### config.mk
export PLATFORM = sky130hd
export DESIGN_NAME = acumulador_csa
export DESIGN_NICKNAME = d
export VERILOG_FILES = /design/src/rtl/acumulador_csa.sv
export SDC_FILE = /design/constraint.sdc
export NUM_CORES = 1
export LEC_CHECK = 0
export BUFFER_PORTS_ARGS = -buffer_cell sky130_fd_sc_hd__buf_4
export CAP_MARGIN = 20
export CORE_UTILIZATION = 40
export DETAILED_ROUTE_END_ITERATION = 6
export PLACE_DENSITY = 0.61
export SETUP_SLACK_MARGIN = 0.3
export SLEW_MARGIN = 20
export SYNTH_ARGS = -nofsm -noshare
export SYNTH_HDL_FRONTEND = slang
export SYNTH_SLANG_ARGS = --single-unit
### constraint.sdc
create_clock -name clk -period 2.5 [get_ports clk]
set_clock_uncertainty 0.15 [all_clocks]
set_input_delay 0.5 -clock clk [delete_from_list [all_inputs] [get_ports clk]]
set_output_delay 0.5 -clock clk [all_outputs]
set_load 0.01 [all_outputs]
### src/rtl/acumulador_csa.sv
`default_nettype none
// ============================================================================
// Module   : acumulador_csa
// Summary  : Carry-save accumulator; one CSA step per operand handshake,
//            with a single carry-propagate add before the result is presented.
// Revision : 1.0 - initial release
// ============================================================================
module acumulador_csa #(
  parameter int W = 4,
  parameter int G = 4
) (
  input  logic             clk,
  input  logic             rst_n,
  input  logic             start_i,
  input  logic [3:0]       count_i,
  input  logic             clr_i,
  input  logic             in_valid_i,
  output logic             in_ready_o,
  input  logic [W-1:0]     operand_i,
  output logic             out_valid_o,
  input  logic             out_ready_i,
  output logic [W+G-1:0]   result_o,
  output logic             busy_o
);

  localparam int R = W + G;

  typedef enum logic [1:0] {
    S_IDLE    = 2'd0,
    S_ACC     = 2'd1,
    S_RESOLVE = 2'd2,
    S_DONE    = 2'd3
  } state_t;

  state_t         state_q, state_d;
  logic [R-1:0]   s_q, s_d;
  logic [R-1:0]   c_q, c_d;
  logic [3:0]     rem_q, rem_d;
  logic [R-1:0]   result_q, result_d;
  logic           in_ready_q, in_ready_d;
  logic           out_valid_q, out_valid_d;
  logic           busy_q, busy_d;

  logic [R-1:0]   x_w;
  logic [R-1:0]   csa_sum_w;
  logic [R-1:0]   csa_carry_w;

  assign x_w         = {{G{1'b0}}, operand_i};
  assign csa_sum_w   = s_q ^ c_q ^ x_w;
  assign csa_carry_w = ((s_q & c_q) | (s_q & x_w) | (c_q & x_w)) << 1;

  always_comb begin
    state_d  = state_q;
    s_d      = s_q;
    c_d      = c_q;
    rem_d    = rem_q;
    result_d = result_q;

    if (clr_i) begin
      state_d = S_IDLE;
      s_d     = '0;
      c_d     = '0;
      rem_d   = '0;
    end else begin
      case (state_q)
        S_IDLE: begin
          if (start_i) begin
            if (count_i == 4'd0) begin
              result_d = '0;
              state_d  = S_DONE;
            end else begin
              s_d     = '0;
              c_d     = '0;
              rem_d   = count_i;
              state_d = S_ACC;
            end
          end
        end
        S_ACC: begin
          if (in_valid_i) begin
            s_d   = csa_sum_w;
            c_d   = csa_carry_w;
            rem_d = rem_q - 4'd1;
            if (rem_q == 4'd1) state_d = S_RESOLVE;
          end
        end
        S_RESOLVE: begin
          // Single carry-propagate add; wraps naturally at R bits.
          result_d = s_q + c_q;
          state_d  = S_DONE;
        end
        S_DONE: begin
          if (out_ready_i) state_d = S_IDLE;
        end
        default: state_d = S_IDLE;
      endcase
    end

    in_ready_d  = (state_d == S_ACC);
    out_valid_d = (state_d == S_DONE);
    busy_d      = (state_d != S_IDLE);
  end

  always_ff @(posedge clk or negedge rst_n) begin
    if (!rst_n) begin
      state_q     <= S_IDLE;
      s_q         <= '0;
      c_q         <= '0;
      rem_q       <= '0;
      result_q    <= '0;
      in_ready_q  <= 1'b0;
      out_valid_q <= 1'b0;
      busy_q      <= 1'b0;
    end else begin
      state_q     <= state_d;
      s_q         <= s_d;
      c_q         <= c_d;
      rem_q       <= rem_d;
      result_q    <= result_d;
      in_ready_q  <= in_ready_d;
      out_valid_q <= out_valid_d;
      busy_q      <= busy_d;
    end
  end

  assign in_ready_o  = in_ready_q;
  assign out_valid_o = out_valid_q;
  assign result_o    = result_q;
  assign busy_o      = busy_q;

endmodule
`default_nettype wire

==> impl_results.md, run 1 <==
- Post-CTS setup-driven buffer insertion count: 0
- Number of filler instances in the final layout: 360
- Yosys warning count: 0
- Avg WL per Cell: around 15 um
- Critical Path Sink Type: flip-flop
- Drt first pass iters: 4
- Gates resized, CTS repair: 0
- Overall die area: ~0.0045 mm2
- Commonest non-fill, non-tap cell in the layout: sky130_fd_sc_hd__dfrtp_1
- Maximum number of pins on one net before global-route repair: 33
- Post-synthesis sequential area ratio: a little under half
- Fmax: ~480 MHz
- Number of distinct library cell variants in the gate-level netlist after synthesis: 41
- Cell at the slowest stage of the critical path: sky130_fd_sc_hd__a31oi_1
- Total number of H-tree levels: 2
- Floorplan die width: a little under 70 um
- Count of buffering cells on the critical path with inverters included: 1
- Mean post-synth cell area: ~11 um2
- Clock period minus worst slack: between 2 and 2.5 ns
- Number of port buffers: 24
- Aggregate global-route resource usage: a little under a fifth
- Most area-hungry cell type in the Yosys netlist: sky130_fd_sc_hd__dfrtp_1
- Routability cong.: between 0.7 and 0.8
- Core Footprint: just over 0.004 mm2
- Share of cells above drive strength 1: ~22%
- Measured slew at the worst slew-check pin: 0.884 ns
- Arrival time reported for the critical path endpoint: 2.15 ns
- Effective utilization at floorplan: a little over two fifths
- Antenna violations before repair: 0
- Share of the clock period used by the worst path: 83.6%
- Power density over cell area: roughly 600 mW/mm2
- Clock latency on the worst-skew pair: roughly 0.28 ns
- CTS tree: done
- Total nets after synthesis: between 150 and 200
- Worst-path cell chain: nor3b_1 > buf_4 > a31oi_1 > a22oi_1 > nand3b_1
- Antenna violation net count after detailed routing: 0
- Remaining routing DRC violations: 0
- CP peak stage delay: 0.66 ns
- Layout-stage area growth over the synthesis result: 19.2%
- Via/cell ratio: approximately 5.4
- # IOs: 25
- Post-DP HPWL: 2.48 mm
- Most common flop cell mapped by yosys: sky130_fd_sc_hd__dfrtp_1
- Nets@finish: between 200 and 250
- Summed instance area of the synthesized netlist: 0.00171 mm2
- Slew Limit Fails: 0
- Root buffer cell: sky130_fd_sc_hd__clkbuf_8
- Antenna Cells: 0
- Post-synth EDFFs: 0
- Worst Hold Slack: -0.00959 ns
- CTS buffer count: 5
- Number of standard cells in the final layout excluding fillers: 234
- Standby leakage power: ~1 nW
- Chip height: 67.4 um
- Aggregate global routing overflow: 0
- # setup viols final: 0
- Count of standard-cell rows: 23
- Relative max-transition margin: between 40 and 50%
- Number of placed instances, taps included: 226
- Top library cells by usage in the layout, fill and taps aside: sky130_fd_sc_hd__dfrtp_1, sky130_fd_sc_hd__buf_4, sky130_fd_sc_hd__a22o_1
- Wire length of the first global-routing pass: just over 6 mm
- Count of endpoints failing hold in the final timing report: 10
- Status: finished, violations left
- Clock Pin Slew Worst Setup and Hold Paths: approximately 0.07 ns
- Vias: between 1000 and 1500
- Largest vdd supply drop: 0.286 mV
- CTS Sinks: 32
- Via count of the first global-routing pass: between 1000 and 1500
- Post-CTS Hold Fix Bufs: 0
- Type of element launching the critical path: flip-flop
- Largest cells by area after synthesis: sky130_fd_sc_hd__dfrtp_1, sky130_fd_sc_hd__a22o_1, sky130_fd_sc_hd__ha_1
- Yosys top cell area share: between 40 and 50%
- Number of buffers between clock root and the deepest sink: 2
- Crit Path Class: reg2reg
- Critical path peak fanout: 11
- Routed WL: around 3.5 mm
- Final TNS setup: 0 ns
- Worst min path class: in2async
- Violations in the final reports: hold timing
- Drt initial violations: ~110
- Required time at the endpoint of the critical path: about 2.6 ns
- Flip-flop and latch count after synthesis: 32
- Critical path's top delay family: compound AO/OA/AOI/OAI gates
- Asr flop ratio synth: 100%
- RSZ-0062 raised after global routing: false
- Max_cap viols: 0
- Mapped Cells: 157
[synth_stat cells (2+ instances only)]
master                      n
sky130_fd_sc_hd__nand2_1   10
sky130_fd_sc_hd__xor2_1     2
sky130_fd_sc_hd__nor2b_1    4
sky130_fd_sc_hd__nor2_1     7
sky130_fd_sc_hd__fa_1       4
sky130_fd_sc_hd__nor3b_1    2
sky130_fd_sc_hd__dfrtp_1   32
sky130_fd_sc_hd__clkbuf_1   3
sky130_fd_sc_hd__inv_1     10
sky130_fd_sc_hd__xnor2_1    2
sky130_fd_sc_hd__nand3_1    3
sky130_fd_sc_hd__buf_6      3
sky130_fd_sc_hd__o21ai_0    7
sky130_fd_sc_hd__a211o_1    2
sky130_fd_sc_hd__nor3_1     2
sky130_fd_sc_hd__or3b_2     2
sky130_fd_sc_hd__o21ai_1    8
sky130_fd_sc_hd__a32o_1     2
sky130_fd_sc_hd__buf_2      2
sky130_fd_sc_hd__nand2b_1   2
sky130_fd_sc_hd__a22o_1    16
sky130_fd_sc_hd__ha_1       9
sky130_fd_sc_hd__a21oi_1    5
[per-stage QoR]
step | setup WS, ns | utilization, % | power [mW] | instance area (um2)
final | 0.409 | 50.2 | 1.24 | 2040
after global routing | 0.308 | 50.2 | 1.31 | 2040
after CTS | 0.414 | 50.2 | 1.25 | 2040
after detailed placement | 0.411 | 47.5 | 0.754 | 1930
after global placement | 0.454 | 47.5 | 0.751 | 1930
after floorplan | 0.628 | - | 0.686 | 1710
[state kept, by name (all words and copies together), names as in the netlist]
register / cells
s_q: 8
result_o: 8
busy_o: 1
in_ready_o: 1
rem_q: 4
c_q: 7
state_q: 2
out_valid_o: 1
[kinds of logic (layout without fill, tap and decap cells)]
logic type / count (synthesis) / count (layout) / synth area share, %
adders and majority gates: 13 / 13 / 11.3
AOI/OAI and AO/OA: 51 / 51 / 21.7
DFF: 32 / 32 / 46.9
buffers and inverters: 18 / 45 / 5.42
xor gates and xnor gates: 4 / 4 / 2.05
and+or+nand+nor: 39 / 39 / 12.7
[power breakdown]
part / leakage [nW] / switching, mW / internal [mW]
clock: 0.0541 / 0.199 / 0.295
combinational: 0.485 / 0.0913 / 0.0801
sequential: 0.438 / 0.0285 / 0.544
[area by class of cell]
class / instances / area [um2] / share of cell area (%)
clock inverter: 3 / 42.5 / 2.09
tap: 50 / 62.6 / 3.07
timing repair buffer: 27 / 203 / 9.95
clock buffer: 5 / 68.8 / 3.38
inverter: 10 / 37.5 / 1.84
sequential: 32 / 801 / 39.3
multi-input combinational: 107 / 822 / 40.4
[path summary, 6_finish.rpt]
path / from / end / slack, ns / cells after the start
min in group clk: clr_i / state_q[1] / 0.29 / 2
max: state_q[1] / result_o[7] / 0.41 / 5
min reg2reg: result_o[2] / result_o[2] / 0.33 / 2
min: rst_n / s_q[0] / -0.01 / 1
max in group asynchronous: rst_n / s_q[6] / 1.90 / 1
max reg2reg: state_q[1] / result_o[7] / 0.41 / 5
[metal layers]
layer	vias to the layer above	share of wire (%)	global-route usage, %
li1	621	-	-
met1	618	49	23.2
met2	24	47	30.0
met3	5	3.2	4.05
met4	0	0.83	5.59
met5	-	0	0
(Power assumes the default switching activity.)
==> run 2: changes to the inputs <==
--- a/config.mk
+++ b/config.mk
@@ -5,6 +5,7 @@
 export SDC_FILE = /design/constraint.sdc
 export NUM_CORES = 1
 export LEC_CHECK = 0
+export ABC_AREA = 1
 export BUFFER_PORTS_ARGS = -buffer_cell sky130_fd_sc_hd__buf_4
 export CAP_MARGIN = 20
 export CORE_UTILIZATION = 40
==> constraint.sdc (replaced) <==
create_clock -name clk -period 2.2 [get_ports clk]
set_clock_uncertainty 0.15 [all_clocks]
set_input_delay 0.44 -clock clk [delete_from_list [all_inputs] [get_ports clk]]
set_output_delay 0.44 -clock clk [all_outputs]
set_load 0.01 [all_outputs]
==> run 2 against run 1 <==
Effect of this change: the flow finishes with violations (DRC); non-clock buffer count grew 1; synthesized cell count grew 50%; sequential share of layout area is 3.7 points lower; via count up 27%; sequential power increased by 14%; highest routed layer unchanged.
==> impl_results.md, run 2 <==
- Clock period minus worst slack: 1.74 ns (-0.353 ns)
- # IOs: 25 (unchanged)
- Total nets after synthesis: 263 (+43%)
- Commonest non-fill, non-tap cell in the layout: sky130_fd_sc_hd__nand2_1
- Final TNS setup: 0 ns (unchanged)
- Most common flop cell mapped by yosys: sky130_fd_sc_hd__dfrtp_1
- Remaining routing DRC violations: 6 (+6)
- Aggregate global-route resource usage: 18.3% (+0.26 points)
- Summed instance area of the synthesized netlist: 0.00189 mm2 (+11%)
- Clock power frac: 37.3% (-2.6 points)
- Violations in the final reports: DRC
- Worst-path cell chain: ha_4 > inv_1 > fa_2 > inv_1 > nand3_1 > nand3_1 > or2_2 > nand3_1 > nand2_1
- Yosys warning count: 0 (unchanged)
- Nets@finish: 291 (+39%)
- Count of buffering cells on the critical path with inverters included: 2 (+1)
- Fmax: 575 MHz (+20%)
- Crit Path Class: reg2reg
- Most area-hungry cell type in the Yosys netlist: sky130_fd_sc_hd__dfrtp_1
- Number of port buffers: 24 (unchanged)
- Routability cong.: 0.791 (-0.48%)
- Comb pwr share: 19.3% (+5.4 points)
- Total number of H-tree levels: 2 (unchanged)
- Overall die area: 0.00500 mm2 (+10%)
- Floorplan die width: 70.7 um (+5.0%)
- Number of distinct library cell variants in the gate-level netlist after synthesis: 26 (-37%)
- Status: finished, violations left
- Required time at the endpoint of the critical path: 2.23 ns (-0.33 ns)
- Antenna violation net count after detailed routing: 0 (unchanged)
- Mean post-synth cell area: 8.01 um2 (-26%)
- Max_cap viols: 0 (unchanged)
- Vias: 1610 (+27%)
- Power density over cell area: 667 mW/mm2 (+9.9%)
- Wire length of the first global-routing pass: 7.11 mm (+17%)
- Standby leakage power: 1.25 nW (+28%)
- Number of buffers between clock root and the deepest sink: 2 (unchanged)
- Post-synthesis sequential area ratio: 42.4% (-4.5 points)
- Largest cells by area after synthesis: sky130_fd_sc_hd__dfrtp_1, sky130_fd_sc_hd__nand2_1, sky130_fd_sc_hd__nand3_1
- Type of element launching the critical path: flip-flop
- Drt initial violations: 142 (+26%)
- CTS buffer count: 5 (unchanged)
- Clock Pin Slew Worst Setup and Hold Paths: 0.07 ns (about the same)
- Largest vdd supply drop: 0.271 mV (-5.3%)
- Share of cells above drive strength 1: 18.5% (-3.2 points)
- Count of endpoints failing hold in the final timing report: 0 (-10)
- Routed WL: 4.10 mm (+17%)
- Yosys top cell area share: 42.4% (-4.5 points)
- Root buffer cell: sky130_fd_sc_hd__clkbuf_8
- Mapped Cells: 236 (+50%)
- Flip-flop and latch count after synthesis: 32 (unchanged)
- Maximum number of pins on one net before global-route repair: 33 (unchanged)
- Count of cell instances traversed by the critical path: 9 (+4)
- Worst min path class: in2reg
- Switch Pwr: 442 uW (+39%)
- Cell with the most instances after synthesis: sky130_fd_sc_hd__nand2_1
- Portion of total power attributed to sequential cells: 43.4% (-2.9 points)
- Critical path peak fanout: 3 (-8)
- Number of cells on the worst hold path: 2
- Arrival time reported for the critical path endpoint: 1.76 ns (-0.39 ns)
- Drt first pass iters: 7 (+3)
- Count of standard-cell rows: 24 (+4.3%)
- Antenna violations before repair: 0 (unchanged)
- Measured slew at the worst slew-check pin: 0.591 ns (-0.293 ns)
- Fraction of power spent switching nets: 29.4% (+3.7 points)
- Asr flop ratio synth: 100% (unchanged)
- Clock latency on the worst-skew pair: 0.29 ns (about the same)
- CP dominant cell by count: sky130_fd_sc_hd__nand3_1
- # setup viols final: 0 (unchanged)
- Via count of the first global-routing pass: 1507 (+17%)
- Effective utilization at floorplan: 42.5% (+0.39 points)
- Post-DP HPWL: 2.87 mm (+16%)
- Internal power of the cells: 1.06 mW (+15%)
- CTS tree: done
- Cell at the slowest stage of the critical path: sky130_fd_sc_hd__dfrtp_1
- Core Footprint: 0.00444 mm2 (+9.5%)
- Avg WL per Cell: 12.9 um (-14%)
- Slew Limit Fails: 0 (unchanged)
- Via/cell ratio: 5.08 (-6.3%)
- RSZ-0062 raised after global routing: false
- Worst reg2reg path depth: 9 (+4)
- Final cell utilization of the core: 50.6% (+0.45 points)
- Top post-synthesis cells by count: sky130_fd_sc_hd__nand2_1, sky130_fd_sc_hd__nand3_1, sky130_fd_sc_hd__dfrtp_1
- Top library cells by usage in the layout, fill and taps aside: sky130_fd_sc_hd__nand2_1, sky130_fd_sc_hd__nand3_1, sky130_fd_sc_hd__dfrtp_1
- Critical path's top delay family: simple AND/OR/NAND/NOR gates
- Chip height: 70.7 um (+5.0%)
- Antenna Cells: 0 (unchanged)
- Number of filler instances in the final layout: 435 (+21%)
- Post-synth EDFFs: 0 (unchanged)
- CP peak stage delay: 0.43 ns (-0.23 ns)
- Layout-stage area growth over the synthesis result: 19.1% (about the same)
- Relative max-transition margin: 60.6% (+20 points)
- Share of the clock period used by the worst path: 79.0% (-4.6 points)
- Aggregate global routing overflow: 0 (unchanged)
- CTS Sinks: 32 (unchanged)
- Critical Path Sink Type: flip-flop
[run 2: changes by cell type after synthesis, sizes merged, moves of 3 or more]
cell | before | now
nand2 | 10 | 75
nand3 | 3 | 35
nand4 | 0 | 18
a22o | 16 | 0
inv | 10 | 25
o21ai | 15 | 6
nor2 | 7 | 14
nor2b | 4 | 0
or3b | 3 | 0
[run 2: repair_timing]
item | 4_1_cts | 5_1_grt
hold buffers | 1 | 0
gates resized for setup | 0 | 4
endpoints found under the setup margin | 0 | 4
hold endpoints to repair | 32 | 0
buffers inserted | 0 | 1
[run 2: power by group through the flow]
stage	clock [mW]	sequential, mW	combinational [mW]
2_1_floorplan	0	0.664	0.198
3_3_place_gp	0	0.662	0.282
3_5_place_dp	0	0.663	0.282
6_report	0.560	0.653	0.290
4_1_cts	0.573	0.652	0.285
5_1_grt	0.587	0.656	0.329
[run 2: through the flow]
stage | power (mW) | std cells | area [um2] | setup slack (ns) | hold WS [ns]
6_report | 1.50 | 317 | 2250 | 0.462 | 0.230
2_1_floorplan | 0.862 | 236 | 1890 | 0.526 | -0.00559
3_5_place_dp | 0.946 | 307 | 2100 | 0.395 | 0.263
3_3_place_gp | 0.945 | 307 | 2100 | 0.420 | 0.260
5_1_grt | 1.57 | 317 | 2250 | 0.307 | 0.227
4_1_cts | 1.51 | 316 | 2220 | 0.369 | 0.218
[run 2: final cells by class]
| cell class | count | area (um2) | area share [%] |
|---|---|---|---|
| multi-input combinational | 172 | 971 | 43.1 |
| sequential | 32 | 801 | 35.6 |
| timing repair buffer | 28 | 213 | 9.45 |
| inverter | 25 | 93.8 | 4.17 |
| clock buffer | 6 | 72.6 | 3.22 |
| tap | 52 | 65.1 | 2.89 |
| clock inverter | 2 | 35.0 | 1.56 |
[run 2: final timing paths]
| kind | start | end | slack (ns) |
|---|---|---|---|
| max | s_q[1] | result_o[5] | 0.46 |
| min | clr_i | state_q[1] | 0.23 |
| max reg2reg | s_q[1] | result_o[5] | 0.46 |
| min reg2reg | result_o[3] | result_o[3] | 0.32 |
| max in group asynchronous | rst_n | result_o[7] | 1.10 |
| min in group asynchronous | rst_n | rem_q[1] | 0.49 |
[run 2: worst reg2reg max path: stages (launching register included)]
cell	delay, ns
sky130_fd_sc_hd__dfrtp_1	0.43
sky130_fd_sc_hd__ha_4	0.19
sky130_fd_sc_hd__inv_1	0.07
sky130_fd_sc_hd__fa_2	0.20
sky130_fd_sc_hd__inv_1	0.06
sky130_fd_sc_hd__nand3_1	0.06
sky130_fd_sc_hd__nand3_1	0.08
sky130_fd_sc_hd__or2_2	0.28
sky130_fd_sc_hd__nand3_1	0.07
sky130_fd_sc_hd__nand2_1	0.05
[run 2: logic make-up (layout without fill, tap and decap cells)]
logic type      after synthesis  count (layout)  synth area share [%]
compound gates               11              11                  3.05
xor+xnor                      2               2                 0.927
fa+ha+maj                    13              13                  10.2
buf+inv                      32              61                  7.42
flops                        32              32                  42.4
simple gates                146             146                  36.0
[run 2: per-layer routing]
| metal | vias to the layer above | track usage, % | part of all wire [%] |
|---|---|---|---|
| li1 | 829 | - | - |
| met4 | 0 | 8.89 | 2.0 |
| met2 | 27 | 28.6 | 45 |
| met1 | 748 | 24.8 | 50 |
| met3 | 6 | 2.99 | 3.1 |
| met5 | - | 0 | 0 |
